`src/rtl/rr_arb139_ctrl.sv`:
```
// Round-robin 4-way arbiter with a registered active-low grant decode, 74x139 style.
// Optional hold extension via LOCK when RR_ARB139_LOCK_EN is defined.
module rr_arb139_ctrl #(
   parameter int unsigned MAX_HOLD = 8
) (
   input  logic       CLK,
   input  logic       RESET_N,
   input  logic       G_N,
   input  logic [3:0] REQ,
`ifdef RR_ARB139_LOCK_EN
   input  logic       LOCK,
`endif
   output logic [3:0] GNT_N,
   output logic [1:0] GNT_IDX,
   output logic       GNT_VLD
);

   localparam int unsigned HW = $clog2(MAX_HOLD + 1);
   localparam logic [HW-1:0] HOLD_MAX = HW'(MAX_HOLD);

   typedef enum logic [1:0] {
      IDLE,
      GRANT,
      GAP
   } state_e;

   state_e        state_q, state_d;
   logic [3:0]    gnt_n_q, gnt_n_d;
   logic [1:0]    idx_q, idx_d;
   logic          vld_q, vld_d;
   logic [HW-1:0] hold_q, hold_d;
   logic [1:0]    last_q, last_d;

   logic [1:0]    win;
   logic          lock_hold;
   logic          rel;

`ifdef RR_ARB139_LOCK_EN
   assign lock_hold = LOCK & REQ[idx_q];
`else
   assign lock_hold = 1'b0;
`endif

   // Scan LAST+1 .. LAST+4 (the last wraps back onto LAST itself)
   always_comb begin
      win = last_q;
      for (int k = 4; k >= 1; k--) begin
         if (REQ[last_q + 2'(k)]) win = last_q + 2'(k);
      end
   end

   assign rel = ~REQ[idx_q] | G_N
              | ((hold_q == HOLD_MAX) & ~lock_hold);

   always_comb begin
      state_d = state_q;
      gnt_n_d = gnt_n_q;
      idx_d   = idx_q;
      vld_d   = vld_q;
      hold_d  = hold_q;
      last_d  = last_q;
      case (state_q)
         GRANT: begin
            if (rel) begin
               state_d = GAP;
               gnt_n_d = 4'b1111;
               vld_d   = 1'b0;
               last_d  = idx_q;
            end else if (hold_q != HOLD_MAX) begin
               hold_d = hold_q + 1'b1;
            end
         end
         default: begin
            if (!G_N && |REQ) begin
               state_d = GRANT;
               gnt_n_d = ~(4'b0001 << win);
               idx_d   = win;
               vld_d   = 1'b1;
               hold_d  = HW'(1);
            end else begin
               state_d = IDLE;
               gnt_n_d = 4'b1111;
               vld_d   = 1'b0;
            end
         end
      endcase
   end

   always_ff @(posedge CLK or negedge RESET_N) begin
      if (!RESET_N) begin
         state_q <= IDLE;
         gnt_n_q <= 4'b1111;
         idx_q   <= 2'd0;
         vld_q   <= 1'b0;
         hold_q  <= '0;
         last_q  <= 2'd3;
      end else begin
         state_q <= state_d;
         gnt_n_q <= gnt_n_d;
         idx_q   <= idx_d;
         vld_q   <= vld_d;
         hold_q  <= hold_d;
         last_q  <= last_d;
      end
   end

   assign GNT_N   = gnt_n_q;
   assign GNT_IDX = idx_q;
   assign GNT_VLD = vld_q;

endmodule

```
`config.mk`:
```
export PLATFORM = sky130hd
export DESIGN_NAME = rr_arb139_ctrl
export DESIGN_NICKNAME = d
export VERILOG_FILES = /design/src/rtl/rr_arb139_ctrl.sv
export SDC_FILE = /design/constraint.sdc
export NUM_CORES = 1
export LEC_CHECK = 0
export BUFFER_PORTS_ARGS = -buffer_cell sky130_fd_sc_hd__buf_4
export CAP_MARGIN = 20
export CORE_UTILIZATION = 40
export DETAILED_ROUTE_END_ITERATION = 6
export PLACE_DENSITY = 0.68
export SYNTH_ARGS = -nofsm -noshare
export SYNTH_HDL_FRONTEND = slang
export SYNTH_SLANG_ARGS = --single-unit
export TNS_END_PERCENT = 20
```
`constraint.sdc`:
```
create_clock -name CLK -period 1.9 [get_ports CLK]
set_input_delay 0.095 -clock CLK [delete_from_list [all_inputs] [get_ports CLK]]
set_output_delay 0.095 -clock CLK [all_outputs]
set_load 0.02 [all_outputs]
```
==> reports/metrics.yaml <==
timing:
  fin_worst_skew_ns: 0.008874
  finalHoldViolations: 0
  max_clock_freq_mhz: 615.2
  rsz0062_at_grt: "false"
  timing.hold.ws_ns: 0.1815
  slew_viol_final: 0
  final_setup_vio_count: 0
  worst_pin_slew_ns: 0.4641
  timing.final.crit_period_ns: 1.625
  setup-tns-final_ns: 0
  relSlewSlack_pct: 68.87
  timing.final.ws_setup_ns: 0.2745
  ratio_of_final_minimum_period_to_clock_period_pct: 85.55
logic_synthesis:
  syn-cell-area_um2: 718.2
  ys_async_sr_fraction_pct: 100.0
  synthesized_area_per_cell_um2: 10.56
  synth_seq_area_share_pct: 49.83
  yosys_register_bits: 14
  syn_nets: 77
  syn_inst: 68
  dominantRegCellSynth: "sky130_fd_sc_hd__dfrtp_1"
  synth_enable_flop_cells: 0
  yosysWarnings: 0
  synthDistinctLibCells: 31
cts:
  cts-root-buf: "sky130_fd_sc_hd__clkbuf_4"
  cts.repair_timing.setup_buffer_count: 0
  tritoncts.num_buffers: 3
  h_tree_lvl_count: 1
  cts_num_sinks: 14
  clock_tree_buf_depth: 2
  worst_setup_hold_path_clk_slew_ns: 0.08
  worstSkewPairLatency_ns: 0.28
  tritoncts: "yes"
power:
  p_comb_share_pct: 41.6
  report.power.total_w: 0.001168
  power.density_cell_area_mw_per_mm2: 1309
  p_int_w: 0.0007513
  power.ir.vdd_worst_uv: 654.5
  netSwitchingFraction_pct: 35.68
  share_clk_of_total_power_pct: 14.7
  part_of_the_power_in_registers_pct: 43.7
  leakage_nw: 0.4004
  net-switching-power_w: 0.0004167
route:
  post_drt_wl_per_cell_um: 12.07
  detail_route.vias_per_cell: 5.200
  drt.antenna.violating_nets: 0
  iteration_0_drc_markers: 14
  wl_mm: 1.328
  dr_total_vias: 572
  number_of_iterations_in_the_first_detailed_routing_pass: 4
  drcViolationCount: 0
global_route:
  grt_use_met2_pct: 25.88
  gr-usage-all-layers_pct: 16.55
  grt_util_met1_pct: 21.00
  gr-usage-met3_pct: 6.122
  grt_first_pass_wirelength_mm: 2.318
  pin_count_of_the_biggest_net_entering_global_routing: 15
  gr-total-overflow: 0
  number_of_global_route_vias_before_repair: 548
  gr-max-usage-layer: "met2"
  grt_antenna_before_repair: 0
setup_path:
  worstSetupEndpoint: "last_q[1]$_DFFE_PN1P_"
  worstRegToRegCells: 4
  timing.critical_path.fanout_max: 4
  reg2reg_slack_ns: 0.27
  setup.worst_path.end_class: "register"
  element_type_at_the_critical_path_start: "register"
  max_stage_delay_ns: 0.53
  data_required_time_of_the_critical_path_ns: 2.11
  path_cells: "mux4_2, nand3b_1, and2_1, mux2_2"
  category_of_the_most_critical_setup_path: "register to register"
  slowest_stage: "sky130_fd_sc_hd__mux4_2"
  crit_arrival_ns: 1.84
  worstReg2RegStart: "GNT_IDX[0]$_DFFE_PN0P_"
  crit_reg_reg_endpoint: "last_q[1]$_DFFE_PN1P_"
  critPathLaunch: "GNT_IDX[0]$_DFFE_PN0P_"
placement:
  place.detailed.hpwl_um: 968.6
  gp_congestion: 0.7514
  dpl-instance-area_um2: 855.8
  port-buffer-count: 13
  detailedPlace.worstSlack_ns: 0.2659
run_status:
  status: "complete, no violations"
finish:
  diodes: 0
  num-nets-final: 96
  filler_cell_count: 158
  drive_above_1_share_pct: 33.72
  area_growth_syn_to_layout_pct: 24.22
  final_cell_area_um2: 892.1
die:
  initial_utilization_pct: 45.05
  die_area_mm2: 0.001969
  area_of_the_core_region_mm2: 0.001594
  io-pin-count: 14
  die_x_um: 44.38
  die_height_um: 44.38
  floorplan.rows: 14
run:
  maxCapViolations: 0
hold_path:
  hold_class: "input pin to register"
==> area by class of cell <==
type	instances	area, um^2	area share, %
Clock buffer	4	26.28	2.945
Multi-Input combinational cell	46	329.1	36.89
Tap cell	24	30.03	3.366
Sequential cell	14	357.8	40.11
Inverter	5	18.77	2.104
Timing Repair Buffer	17	130.1	14.59
==> logic make-up (layout without fill, tap and decap cells) <==
kind of cell / count (synthesis) / after routing / synth area share, %
flip-flops: 14 / 14 / 49.83
multiplexers: 5 / 5 / 9.233
AO/OA/AOI/OAI: 16 / 16 / 15.68
buffers and inverters: 8 / 26 / 4.355
adder cells (fa/ha/maj): 2 / 2 / 3.484
AND/OR/NAND/NOR: 23 / 23 / 17.42
==> registers in the layout (all words and copies together), names as in the netlist <==
name,count
state_q,2
GNT_N,4
hold_q,4
GNT_IDX,2
last_q,2
==> worst min path at each step <==
stage,depth (start not counted),from,endpoint,slack [ns]
6_report,3,G_N,state_q[0]$_DFFE_PN0P_,0.18
5_1_grt,3,G_N,state_q[0]$_DFFE_PN0P_,0.19
4_1_cts,3,G_N,state_q[0]$_DFFE_PN0P_,0.17
3_5_place_dp,1,RESET_N,hold_q[2]$_DFFE_PN0P_,-0.05
3_3_place_gp,1,RESET_N,hold_q[3]$_DFFE_PN0P_,-0.05
2_1_floorplan,0,RESET_N,GNT_IDX[0]$_DFFE_PN0P_,-0.20
==> placed cells by master (no fill, tap or decap) <==
cell / synthesis / routed
sky130_fd_sc_hd__nand3_1: 2 / 2
sky130_fd_sc_hd__a31oi_1: 1 / 1
sky130_fd_sc_hd__o22a_1: 1 / 1
sky130_fd_sc_hd__nand4b_1: 1 / 1
sky130_fd_sc_hd__nand3b_1: 2 / 2
sky130_fd_sc_hd__nand2_1: 4 / 4
sky130_fd_sc_hd__o211ai_1: 2 / 2
sky130_fd_sc_hd__ha_1: 2 / 2
sky130_fd_sc_hd__o32a_1: 1 / 1
sky130_fd_sc_hd__or3_1: 1 / 1
sky130_fd_sc_hd__dlygate4sd3_1: 0 / 1
sky130_fd_sc_hd__nand2b_1: 2 / 2
sky130_fd_sc_hd__nor2b_1: 2 / 2
sky130_fd_sc_hd__clkbuf_4: 0 / 3
sky130_fd_sc_hd__dfstp_2: 6 / 6
sky130_fd_sc_hd__a311oi_1: 1 / 1
sky130_fd_sc_hd__inv_1: 5 / 5
sky130_fd_sc_hd__dfrtp_1: 8 / 8
sky130_fd_sc_hd__a21o_1: 1 / 1
sky130_fd_sc_hd__buf_4: 0 / 16
sky130_fd_sc_hd__nor2_1: 6 / 6
sky130_fd_sc_hd__a21oi_1: 3 / 3
sky130_fd_sc_hd__or4_1: 1 / 1
sky130_fd_sc_hd__and2_1: 1 / 1
sky130_fd_sc_hd__o31ai_1: 2 / 2
sky130_fd_sc_hd__mux2i_1: 1 / 1
sky130_fd_sc_hd__o21ai_0: 2 / 2
sky130_fd_sc_hd__and3b_1: 1 / 1
sky130_fd_sc_hd__a211o_1: 1 / 1
sky130_fd_sc_hd__clkbuf_1: 2 / 1
sky130_fd_sc_hd__a211oi_1: 1 / 1
sky130_fd_sc_hd__mux2_2: 3 / 3
sky130_fd_sc_hd__mux4_2: 1 / 1
==> metal layers <==
layer	vias to the layer above	wire length, um
met1	276	661
met5	-	0
met4	0	10
met3	2	59
li1	280	-
met2	14	597
==> through the flow <==
stage,instances,util (%)
2_1_floorplan,68,-
3_3_place_gp,105,53.69
3_5_place_dp,105,53.69
4_1_cts,110,55.97
5_1_grt,110,55.97
6_report,110,55.97
==> timing repair <==
action	in CTS	in global routing
resized for setup	0	0
hold buffers	1	0
endpoints found under the hold margin	14	0
==> cell usage after synthesis (2+ instances only) <==
cell	count	area share, %
sky130_fd_sc_hd__a21oi_1	3	2.1
sky130_fd_sc_hd__clkbuf_1	2	1.0
sky130_fd_sc_hd__dfrtp_1	8	28
sky130_fd_sc_hd__dfstp_2	6	22
sky130_fd_sc_hd__ha_1	2	3.5
sky130_fd_sc_hd__inv_1	5	2.6
sky130_fd_sc_hd__mux2_2	3	4.7
sky130_fd_sc_hd__nand2_1	4	2.1
sky130_fd_sc_hd__nand2b_1	2	1.7
sky130_fd_sc_hd__nand3_1	2	1.4
sky130_fd_sc_hd__nand3b_1	2	2.1
sky130_fd_sc_hd__nor2_1	6	3.1
sky130_fd_sc_hd__nor2b_1	2	1.7
sky130_fd_sc_hd__o211ai_1	2	2.1
sky130_fd_sc_hd__o21ai_0	2	1.4
sky130_fd_sc_hd__o31ai_1	2	2.1
==> critical path: cells and delay by family (launching register included) <==
family / cells / cell delay (ns)
mux: 2 / 0.88
flops: 1 / 0.41
simple gates: 2 / 0.28
==> power groups by stage <==
stage                     sequential [W]  clock, W  combinational [W]
after floorplan                 0.000545         0           0.000274
after global placement          0.000513         0           0.000482
after detailed placement        0.000515         0           0.000489
after CTS                       0.000512  0.000183           0.000491
after global routing            0.000528  0.000192           0.000539
final                           0.000511  0.000172           0.000486
No activity file was read; power rests on OpenSTA's default activity.
